**src/rtl/muldiv_if.sv**
```systemverilog
// Bundle between the datapath and the multiply/divide unit: operation requests,
// HI/LO moves, the HI/LO registers and the stall/status outputs.
interface muldiv_if #(
  parameter int WIDTH = 32
);
  logic             start;
  logic [1:0]       op;
  logic [WIDTH-1:0] a;
  logic [WIDTH-1:0] b;
  logic             mthi;
  logic             mtlo;
  logic [WIDTH-1:0] wdata;
  logic             rd_hilo;
  logic [WIDTH-1:0] hi;
  logic [WIDTH-1:0] lo;
  logic             busy;
  logic             done;
  logic             stall;
  logic             dbz;
  logic [1:0]       dbg_state;

  modport master (
    output start, op, a, b, mthi, mtlo, wdata, rd_hilo,
    input  hi, lo, busy, done, stall, dbz, dbg_state
  );

  modport slave (
    input  start, op, a, b, mthi, mtlo, wdata, rd_hilo,
    output hi, lo, busy, done, stall, dbz, dbg_state
  );
endinterface

```
**src/rtl/muldiv_unit.sv**
```systemverilog
// Iterative HI/LO multiply/divide unit: 32 shift-add or restoring shift-subtract
// steps on operand magnitudes, then one sign fix-up cycle that writes HI/LO.
module muldiv_unit #(
  parameter int WIDTH = 32
) (
  input logic     clk,
  input logic     reset,
  muldiv_if.slave bus
);
  typedef enum logic [1:0] {IDLE = 2'd0, RUN = 2'd1, FIX = 2'd2} state_t;

  state_t           state;
  logic [4:0]       cnt;
  logic             div_q;
  logic             neg_lo;   // product sign (mul) or quotient sign (div)
  logic             neg_hi;   // remainder sign, follows the dividend
  logic [WIDTH-1:0] acc_hi;
  logic [WIDTH-1:0] acc_lo;
  logic [WIDTH-1:0] m_q;
  logic [WIDTH-1:0] a_raw;
  logic [WIDTH-1:0] hi_q;
  logic [WIDTH-1:0] lo_q;
  logic             busy_q;
  logic             done_q;
  logic             dbz_q;

  logic             sa;
  logic             sb;
  logic [WIDTH-1:0] mag_a;
  logic [WIDTH-1:0] mag_b;
  logic [WIDTH:0]   mul_sum;
  logic [WIDTH:0]   div_sh;
  logic [WIDTH:0]   div_diff;
  logic [2*WIDTH-1:0] prod;
  logic [2*WIDTH-1:0] prod_fix;
  logic [WIDTH-1:0] q_fix;
  logic [WIDTH-1:0] r_fix;

  // Odd op codes (MULT, DIV) are the signed variants.
  assign sa    = bus.op[0] & bus.a[WIDTH-1];
  assign sb    = bus.op[0] & bus.b[WIDTH-1];
  assign mag_a = sa ? -bus.a : bus.a;
  assign mag_b = sb ? -bus.b : bus.b;

  assign mul_sum  = {1'b0, acc_hi} + (acc_lo[0] ? {1'b0, m_q} : {(WIDTH+1){1'b0}});
  assign div_sh   = {acc_hi, acc_lo[WIDTH-1]};
  assign div_diff = div_sh - {1'b0, m_q};

  assign prod     = {acc_hi, acc_lo};
  assign prod_fix = neg_lo ? -prod : prod;
  assign q_fix    = neg_lo ? -acc_lo : acc_lo;
  assign r_fix    = neg_hi ? -acc_hi : acc_hi;

  // Handshake: start is a request taken only when busy=0 (IDLE); the unit
  // holds busy=1 until the fix-up edge and then pulses done for one cycle.
  // While busy, any start/move/HI-LO read from the datapath raises stall.
  always_ff @(posedge clk) begin
    if (reset) begin
      state  <= IDLE;
      cnt    <= '0;
      div_q  <= 1'b0;
      neg_lo <= 1'b0;
      neg_hi <= 1'b0;
      acc_hi <= '0;
      acc_lo <= '0;
      m_q    <= '0;
      a_raw  <= '0;
      hi_q   <= '0;
      lo_q   <= '0;
      busy_q <= 1'b0;
      done_q <= 1'b0;
      dbz_q  <= 1'b0;
    end else begin
      done_q <= 1'b0;
      case (state)
        IDLE: begin
          if (bus.start) begin
            state  <= RUN;
            busy_q <= 1'b1;
            cnt    <= '0;
            dbz_q  <= 1'b0;
            div_q  <= bus.op[1];
            neg_lo <= sa ^ sb;
            neg_hi <= sa;
            acc_hi <= '0;
            acc_lo <= mag_a;
            m_q    <= mag_b;
            a_raw  <= bus.a;
          end else begin
            if (bus.mthi) hi_q <= bus.wdata;
            if (bus.mtlo) lo_q <= bus.wdata;
          end
        end
        RUN: begin
          if (div_q) begin
            if (!div_diff[WIDTH]) begin
              acc_hi <= div_diff[WIDTH-1:0];
              acc_lo <= {acc_lo[WIDTH-2:0], 1'b1};
            end else begin
              acc_hi <= div_sh[WIDTH-1:0];
              acc_lo <= {acc_lo[WIDTH-2:0], 1'b0};
            end
          end else begin
            acc_hi <= mul_sum[WIDTH:1];
            acc_lo <= {mul_sum[0], acc_lo[WIDTH-1:1]};
          end
          cnt <= cnt + 5'd1;
          if (cnt == 5'd31) state <= FIX;
        end
        FIX: begin
          if (!div_q) begin
            hi_q <= prod_fix[2*WIDTH-1:WIDTH];
            lo_q <= prod_fix[WIDTH-1:0];
          end else if (m_q == '0) begin
            hi_q  <= a_raw;
            lo_q  <= '1;
            dbz_q <= 1'b1;
          end else begin
            hi_q <= r_fix;
            lo_q <= q_fix;
          end
          state  <= IDLE;
          busy_q <= 1'b0;
          done_q <= 1'b1;
          cnt    <= '0;
        end
        default: begin
          state  <= IDLE;
          busy_q <= 1'b0;
        end
      endcase
    end
  end

  assign bus.hi        = hi_q;
  assign bus.lo        = lo_q;
  assign bus.busy      = busy_q;
  assign bus.done      = done_q;
  assign bus.dbz       = dbz_q;
  assign bus.dbg_state = state;
  assign bus.stall     = busy_q & (bus.start | bus.mthi | bus.mtlo | bus.rd_hilo);
endmodule

```
**src/flat_wrapper.sv**
```systemverilog
// flat-port wrapper written by rule: the top's interface ports become plain ports
module muldiv_unit_flat 
#(
  parameter int WIDTH = 32
)
  (clk, reset, bus_start, bus_op, bus_a, bus_b, bus_mthi, bus_mtlo, bus_wdata, bus_rd_hilo, bus_hi, bus_lo, bus_busy, bus_done, bus_stall, bus_dbz, bus_dbg_state);
  muldiv_if #(.WIDTH(WIDTH)) bus_i ();
  input logic clk;
  input logic reset;
  input wire logic [$bits(bus_i.start)-1:0] bus_start;
  input wire logic [$bits(bus_i.op)-1:0] bus_op;
  input wire logic [$bits(bus_i.a)-1:0] bus_a;
  input wire logic [$bits(bus_i.b)-1:0] bus_b;
  input wire logic [$bits(bus_i.mthi)-1:0] bus_mthi;
  input wire logic [$bits(bus_i.mtlo)-1:0] bus_mtlo;
  input wire logic [$bits(bus_i.wdata)-1:0] bus_wdata;
  input wire logic [$bits(bus_i.rd_hilo)-1:0] bus_rd_hilo;
  output wire logic [$bits(bus_i.hi)-1:0] bus_hi;
  output wire logic [$bits(bus_i.lo)-1:0] bus_lo;
  output wire logic [$bits(bus_i.busy)-1:0] bus_busy;
  output wire logic [$bits(bus_i.done)-1:0] bus_done;
  output wire logic [$bits(bus_i.stall)-1:0] bus_stall;
  output wire logic [$bits(bus_i.dbz)-1:0] bus_dbz;
  output wire logic [$bits(bus_i.dbg_state)-1:0] bus_dbg_state;
  assign bus_i.start = bus_start;
  assign bus_i.op = bus_op;
  assign bus_i.a = bus_a;
  assign bus_i.b = bus_b;
  assign bus_i.mthi = bus_mthi;
  assign bus_i.mtlo = bus_mtlo;
  assign bus_i.wdata = bus_wdata;
  assign bus_i.rd_hilo = bus_rd_hilo;
  assign bus_hi = bus_i.hi;
  assign bus_lo = bus_i.lo;
  assign bus_busy = bus_i.busy;
  assign bus_done = bus_i.done;
  assign bus_stall = bus_i.stall;
  assign bus_dbz = bus_i.dbz;
  assign bus_dbg_state = bus_i.dbg_state;
  muldiv_unit #(.WIDTH(WIDTH)) u_core (.clk(clk), .reset(reset), .bus(bus_i));
endmodule
```
**config.mk**
```make
export PLATFORM = sky130hd
export DESIGN_NAME = muldiv_unit_flat
export DESIGN_NICKNAME = d
export VERILOG_FILES = /design/src/rtl/muldiv_if.sv /design/src/rtl/muldiv_unit.sv /design/src/flat_wrapper.sv
export SDC_FILE = /design/constraint.sdc
export NUM_CORES = 1
export LEC_CHECK = 0
export ABC_AREA = 1
export BUFFER_PORTS_ARGS = -buffer_cell sky130_fd_sc_hd__buf_2
export CAP_MARGIN = 20
export CORE_MARGIN = 1
export CORE_UTILIZATION = 40
export CTS_CLUSTER_DIAMETER = 150
export DETAILED_ROUTE_END_ITERATION = 12
export HOLD_SLACK_MARGIN = 0.06
export PLACE_DENSITY = 0.58
export RECOVER_POWER = 100
export SYNTH_ARGS = -nofsm -noshare
export SYNTH_HDL_FRONTEND = slang
export SYNTH_SLANG_ARGS = --single-unit
```
**constraint.sdc**
```tcl
create_clock -name clk -period 2.9 [get_ports clk]
set_input_delay 0.435 -clock clk [delete_from_list [all_inputs] [get_ports clk]]
set_output_delay 0.435 -clock clk [all_outputs]
set_load 0.005 [all_outputs]
```
==> summary.md, run 1 <==
| Metric | Value |
|---|---|
| Post-route setup TNS | `0 ns` |
| Die Span X | `about 220 um` |
| Ys async rst share | `0%` |
| CTS H-Tree Depth | `1` |
| Sequential-to-total area share from yosys stat | `20.9%` |
| Slowest cell on crit path | `nor2_1` |
| CP required | `3.36 ns` |
| Final setup vio count | `0` |
| Crit-path leading delay family | `simple AND/OR/NAND/NOR gates` |
| EDFF count, synth | `0` |
| Number of port buffers | `between 150 and 200` |
| Clock power frac | `around a third` |
| RSZ-0062 raised after global routing | `no` |
| Full die area | `about 0.050 mm2` |
| CP cell instances | `inv_1 -> ha_1 -> nand2_1 -> nor2_2 -> nand2_1 -> nor2_1 -> nand2_1 -> nand2_1 -> o211ai_1 -> nand3_1 -> nand2_1 -> inv_1 -> nand2_1 -> nand2_1 -> nand2_1` |
| Filler cells | `between 5000 and 6000` |
| Total number of yosys warnings | `0` |
| Post-route setup slack | `0.177 ns` |
| WL final | `between 80000 and 90000 um` |
| Max-slew headroom | `a little under an eighth` |
| Total grt overflow | `0` |
| Net Sw Frac | `40.6%` |
| Overall routing resource usage | `about a third` |
| CP startpoint | `u_core.acc_hi[0]$_SDFFE_PP0P_` |
| CP peak stage delay | `0.40 ns` |
| # Post-CTS Setup Buffers | `0` |
| CTS Root Cell | `clkbuf_16` |
| CTS max path bufs | `3` |
| Antenna violations before repair | `2` |
| Initial Utilization | `approximately two fifths` |
| Pre-antenna DRT Iters | `6` |
| Clk_lat worst skew | `between 0.5 and 0.6 ns` |
| Nets@finish | `3877` |
| Worst-margin pin slew | `between 1 and 1.5 ns` |
| Reg2reg path depth | `15` |
| R2r setup slk | `between 0.15 and 0.2 ns` |
| First-pass GRT wire length | `126000 um` |
| Post-DP HPWL | `around 68000 um` |
| Vias in the first global route | `roughly 21000` |
| Flop pwr share | `32.0%` |
| Initial DRC count | `roughly 2700` |
| WP buf/inv | `2` |
| P per Cell Area | `459 mW/mm2` |
| Clock Skews | `0.0213 ns` |
| Leak | `~12 nW` |
| Hold depth | `3` |
| Yosys cell types | `between 50 and 60` |
| Synth Net Count | `~3700` |
| Hold Path Class | `input pin to flop` |
| Pre-CTS setup slack | `between 0.15 and 0.2 ns` |
| Maximum vdd drop | `between 400 and 500 uV` |
| Final worst path period need | `roughly 2.7 ns` |
| Tcrit/Tclk final | `a little over nine tenths` |
| Critical path class | `flop to flop` |
| Synth Instances | `3550` |
| Crit path top cell by count | `nand2_1` |
| Vias/cell | `around 5.5` |
| Area Growth Syn to Fin | `12.7%` |
| Reg2Reg Launch Point | `u_core.acc_hi[0]$_SDFFE_PP0P_` |
| Hold Buf Count CTS | `0` |
| Layout cells sized above 1 | `under 10%` |
| Commonest non-fill, non-tap cells in the layout | `1154 x nand2_1, 525 x inv_1, 288 x nor2_1, 283 x nand3_1, 272 x o21ai_0` |
| Num CTS Buffers | `27` |
| Logic pwr share | `34.7%` |
| Syn_area_per_cell | `between 5 and 6 um2` |
| IO Pins | `174` |
| Max-Cap Viols | `0` |
| Most common cell after layout, fill and taps aside | `nand2_1` |
| Routed vias | `between 20000 and 25000` |
| Clk sinks | `around 210` |
| Dominant synthesized flop cell | `dfxtp_1` |
| Drt wl/cell | `a little under 20 um` |
| CP Launch Type | `flop` |
| Max-slew violation count | `0` |
| Internal | `around 6.0 mW` |
| Reg2reg end | `u_core.bus.hi[28]$_SDFFE_PP0P_` |
| CTS clk-pin slew, worst paths | `approximately 0.060 ns` |
| Reported net switching power | `4.12 mW` |
| Core area | `0.0480 mm2` |
| Crit-path max FO | `5` |
| Antenna viol nets, final | `0` |
| Pin count of the biggest net entering global routing | `96` |
| CP Depth | `15` |
| Flops & latches, synth | `~210` |
| Status | `completed` |
| DRC | `0` |
| Die Y | `223 um` |
| Fmax | `between 300 and 400 MHz` |
| Syn Std Cell Area | `about 0.020 mm2` |
| Crit path capture type | `flop` |
| GPL Wtd Cong | `around 1.0` |
| Worst setup path end | `u_core.bus.hi[28]$_SDFFE_PP0P_` |
| Fin. Hold Viols | `0` |
| FP Rows | `80` |
| Number of inserted diodes | `0` |
| CTS tree | `yes` |
| WP data arrival | `3.19 ns` |
-- worst register-to-register path, delay by kind of cell, from the launching register on --
family,cells,cell delay [ns]
flops,1,0.35
simple gates,11,1.57
fa+ha+maj,1,0.30
buf+inv,2,0.25
compound gates,1,0.14
-- power groups by stage --
stage                     Sequential (mW)  Combinational [mW]  Clock (mW)
after global routing                 3.26                3.87        3.49
after CTS                            3.23                3.44        3.40
after detailed placement             3.29                3.42           0
final                                3.25                3.52        3.38
after global placement               3.29                3.43           0
after floorplan                      3.19                2.36           0
-- state kept, by name (all words and copies together) (netlist names) --
signal and flops:
u_core.bus.busy 1, u_core.bus.lo 32, u_core.neg_lo 1, u_core.bus.dbz 1
u_core.m_q 32, u_core.a_raw 32, u_core.acc_lo 32, u_core.bus.dbg_state 2
u_core.div_q 1, u_core.cnt 5, u_core.bus.done 1, u_core.acc_hi 32
u_core.neg_hi 1, u_core.bus.hi 32
-- how the worst min path moves through the flow --
stage	from	endpoint	slack [ns]
after floorplan	u_core.a_raw[29]$_SDFFE_PP0P_	u_core.a_raw[29]$_SDFFE_PP0P_	0.43
after global placement	u_core.cnt[3]$_SDFFE_PP0P_	u_core.cnt[3]$_SDFFE_PP0P_	0.45
after detailed placement	u_core.cnt[3]$_SDFFE_PP0P_	u_core.cnt[3]$_SDFFE_PP0P_	0.46
after CTS	bus_wdata[19]	u_core.bus.lo[19]$_SDFFE_PP0P_	0.14
after global routing	bus_a[4]	u_core.a_raw[4]$_SDFFE_PP0P_	0.18
final	bus_wdata[19]	u_core.bus.lo[19]$_SDFFE_PP0P_	0.16
-- metrics by stage --
stage	power, mW	instance area [um2]	instances	utilization, %	hold slack [ns]
floorplan	5.55	19600	3550	-	0.430
global placement	6.72	21400	4287	44.5	0.453
detailed placement	6.71	21400	4287	44.5	0.456
CTS	10.1	22200	4331	46.3	0.139
global route	10.6	22100	4331	46.0	0.181
finish	10.1	22100	4331	46.0	0.162
-- synth_stat cells, types with 7 or more instances --
library cell  instances  area [um2]
buf_1                18        67.6
o21ai_0             270        1350
o211ai_1             13        97.6
xor2_1               43         377
nor3_1               40         200
nand3b_1             12        90.1
xnor2_1              17         149
dfxtp_1             205        4100
a31oi_1              31         194
nand4_1              39         244
or2_2                 9        56.3
a22oi_1               9        67.6
ha_1                 70         876
nand2_1            1154        4330
o21ai_1              17        85.1
a21oi_2              25         219
a21oi_1             236        1180
nor2_1              291        1090
clkbuf_1            101         379
nand2_2              19         119
inv_2                20        75.1
inv_1               526        1970
nand3_1             284        1420
nor2_2                7        43.8
buf_2                11        55.1
-- layout make-up --
| cell class | count | area (um2) | area share [%] |
|---|---|---|---|
| Multi-Input combinational cell | 2659 | 12800 | 58.0 |
| Sequential cell | 205 | 4110 | 18.6 |
| Inverter | 548 | 2060 | 9.31 |
| Timing Repair Buffer | 260 | 1500 | 6.77 |
| Tap cell | 615 | 769 | 3.48 |
| Clock buffer | 35 | 726 | 3.28 |
| Clock inverter | 9 | 120 | 0.543 |
-- kinds of logic (layout without fill, tap and decap cells) --
group / Yosys count / in the layout / share of synthesized area (%)
flops: 205 / 205 / 20.9
fa+ha+maj: 72 / 72 / 4.67
buf+inv: 686 / 852 / 13.5
compound gates: 635 / 635 / 17.7
xor+xnor: 60 / 60 / 2.68
simple gates: 1892 / 1892 / 40.5
-- layer usage --
layer	vias up	track usage, %	wire length, um
met5	-	0	13
met4	2	8.04	2300
met3	140	5.61	9610
met2	1205	47.1	33700
met1	10700	50.4	39500
li1	11600	-	-
-- repair_timing --
item                                    in CTS  in global routing
endpoints found under the setup margin       0                 11
endpoints found under the hold margin        0                  0
gates resized for setup                      0                  6
No activity file was read; power rests on OpenSTA's default activity.
==> inputs of run 2 (changes only) <==
Settings changed: CELL_PAD_IN_SITES_DETAIL_PLACEMENT set to 0, CELL_PAD_IN_SITES_GLOBAL_PLACEMENT set to 2, CORE_UTILIZATION 40 to 32, PLACE_DENSITY 0.58 to 0.84.
==> summary.md, run 2 (synthesis results as in run 1) <==
| Metric | Value |
|---|---|
| Status | `completed` |
| Layout cells sized above 1 | `9.96% (+0.35 points)` |
| Area occupied by multi-input gates | `0.0128 mm2 (about the same)` |
| Total grt overflow | `0 (unchanged)` |
| FP Rows | `90 (+13%)` |
| Pre-antenna DRT Iters | `7 (+1)` |
| Vias/cell | `5.15 (-5.8%)` |
| Nets@finish | `3902 (+0.64%)` |
| Antenna violations before repair | `1 (-1)` |
| First-pass GRT wire length | `136000 um (+7.9%)` |
| Final Util | `37.3% (-8.7 points)` |
| Tcrit/Tclk final | `93.8% (about the same)` |
| WL final | `92300 um (+8.4%)` |
| Vias in the first global route | `21100 (+1.7%)` |
| IO Pins | `174 (unchanged)` |
| Fmax | `368 MHz (about the same)` |
| WP data arrival | `3.24 ns (+0.05 ns)` |
| R2r setup slk | `0.18 ns (about the same)` |
| # Post-CTS Setup Buffers | `0 (unchanged)` |
| GPL Wtd Cong | `1.02 (-2.8%)` |
| Initial DRC count | `2388 (-13%)` |
| Critical path class | `flop to flop` |
| Routed vias | `23300 (-1.6%)` |
| DRC | `0 (unchanged)` |
| Commonest non-fill, non-tap cells in the layout | `1158 x nand2_1, 526 x inv_1, 291 x nor2_1, 284 x nand3_1, 273 x o21ai_0` |
| Max-slew headroom | `26.4% (+15 points)` |
| Reg2reg path depth | `13 (-2)` |
| Initial Utilization | `32.4% (-8.4 points)` |
| Antenna viol nets, final | `0 (unchanged)` |
| Clk_lat worst skew | `0.58 ns (about the same)` |
| Slowest cell on crit path | `o21ai_0` |
| CP required | `3.42 ns (+0.06 ns)` |
| Clock Skews | `0.0110 ns (-0.0103 ns)` |
| RSZ-0062 raised after global routing | `no` |
| CP cell instances | `buf_4 -> inv_2 -> ha_1 -> nand3_2 -> nor2_2 -> nand2_1 -> nor3_2 -> nand4_1 -> nand3_1 -> nand2_1 -> o21ai_0 -> nand2_1 -> nand2_1` |
| Die Y | `250 um (+12%)` |
| Die Span X | `250 um (+12%)` |
| CTS tree | `yes` |
| P per Cell Area | `455 mW/mm2 (-0.80%)` |
| Fin. Hold Viols | `0 (unchanged)` |
| Overall routing resource usage | `28.9% (-4.1 points)` |
| FF/Latch Area | `0.00411 mm2 (about the same)` |
| Worst-margin pin slew | `1.10 ns (-0.227 ns)` |
| Core area | `0.0605 mm2 (+26%)` |
| Worst Hold Launch | `bus_b[1]` |
| CTS clk-pin slew, worst paths | `0.06 ns (about the same)` |
| Post-Route Hold Slack | `0.143 ns (-0.0193 ns)` |
| Reg2Reg Launch Point | `u_core.acc_lo[0]$_SDFFE_PP0P_` |
| Reg2reg end | `u_core.bus.hi[10]$_SDFFE_PP0P_` |
| CP Launch Type | `flop` |
| Max-slew violation count | `0 (unchanged)` |
| Hold Path Class | `input pin to flop` |
| Full die area | `0.0623 mm2 (+25%)` |
| Final setup vio count | `0 (unchanged)` |
| Pin count of the biggest net entering global routing | `96 (unchanged)` |
| Most common cell after layout, fill and taps aside | `nand2_1` |
| CP peak stage delay | `0.46 ns (+0.06 ns)` |
| Post-route setup TNS | `0 ns (unchanged)` |
| CTS max path bufs | `3 (unchanged)` |
| Leak | `11.8 nW (+1.1%)` |
| Crit-path leading delay family | `simple AND/OR/NAND/NOR gates` |
| Maximum vdd drop | `383 uV (-11%)` |
| Crit-path max FO | `5 (unchanged)` |
| Drt wl/cell | `20.4 um (+3.7%)` |
| Number of inserted diodes | `0 (unchanged)` |
| CTS H-Tree Depth | `1 (unchanged)` |
| CTS Root Cell | `clkbuf_16` |
| Max-Cap Viols | `0 (unchanged)` |
| Post-DP HPWL | `75200 um (+11%)` |
| Hold Path Sink | `u_core.m_q[1]$_SDFFE_PP0P_` |
| Hold depth | `3 (unchanged)` |
| Crit path capture type | `flop` |
| Filler cells | `7025 (+30%)` |
| Clk sinks | `205 (unchanged)` |
| Number of port buffers | `173 (unchanged)` |
| Area Growth Syn to Fin | `15.0%` |
| WP buf/inv | `2 (unchanged)` |
| Num CTS Buffers | `27 (unchanged)` |
| Final worst path period need | `2.72 ns (-0.00250 ns)` |
| Crit path top cell by count | `nand2_1` |
-- run 2: cell count changes in the layout (fill, tap and decap cells not counted), sizes merged --
cell      delta
clkinvlp     -1
buf         +21
clkbuf       +5
clkinv       +3
inv          +1
-- run 2: area by class of cell --
type	instances	share of cell area [%]
clock buffer	36	3.28
clock inverter	12	0.616
inverter	548	9.14
multi-input combinational	2659	56.9
sequential	205	18.2
tap	782	4.34
timing repair buffer	285	7.55
-- run 2: stage by stage --
stage	worst slack, ns	power [mW]	instance area [um2]	std cells
6_report	0.179	10.3	22500	4527
5_1_grt	0.0189	10.8	22500	4527
4_1_cts	0.225	10.3	22700	4526
3_5_place_dp	0.247	6.85	21800	4478
3_3_place_gp	0.177	6.87	21800	4478
2_1_floorplan	0.391	5.55	19600	3550
-- run 2: routing by layer --
metal,part of all wire [%],GRT usage (%),up-vias
li1,-,-,11700
met1,48,42.7,10700
met2,41,41.9,896
met3,9.2,6.83,98
met4,1.9,5.64,2
met5,0.014,0,-
-- run 2: worst register-to-register path: cells and delay by family (launching register included) --
kind / cells / cell delay (ns)
AOI/OAI and AO/OA: 1 / 0.46
adders and majority gates: 1 / 0.20
buffers and inverters: 2 / 0.27
DFF: 1 / 0.34
and+or+nand+nor: 9 / 1.41
-- run 2: what timing repair did --
action | CTS | global route
hold buffers | 0 | 0
endpoints found under the setup margin | 0 | 2
resized for setup | 0 | 1
-- run 2: worst max-delay path by stage --
stage / from / end / slack (ns) / depth (start not counted)
floorplan: u_core.acc_lo[0]$_SDFFE_PP0P_ / u_core.acc_hi[27]$_SDFFE_PP0P_ / 0.39 / 19
global placement: bus_b[4] / u_core.m_q[31]$_SDFFE_PP0P_ / 0.18 / 11
detailed placement: u_core.m_q[17]$_SDFFE_PP0P_ / u_core.acc_hi[30]$_SDFFE_PP0P_ / 0.25 / 15
CTS: u_core.m_q[17]$_SDFFE_PP0P_ / u_core.acc_hi[30]$_SDFFE_PP0P_ / 0.23 / 15
global route: u_core.acc_lo[0]$_SDFFE_PP0P_ / u_core.bus.hi[10]$_SDFFE_PP0P_ / 0.02 / 13
finish: u_core.acc_lo[0]$_SDFFE_PP0P_ / u_core.bus.hi[10]$_SDFFE_PP0P_ / 0.18 / 13
-- run 2: report_power, final --
| part | total [mW] | internal [mW] | switching (mW) | leakage [nW] |
|---|---|---|---|---|
| sequential | 3.23 | 3.00 | 0.228 | 1.69 |
| clock | 3.41 | 1.98 | 1.43 | 0.432 |
| combinational | 3.62 | 1.10 | 2.52 | 9.64 |
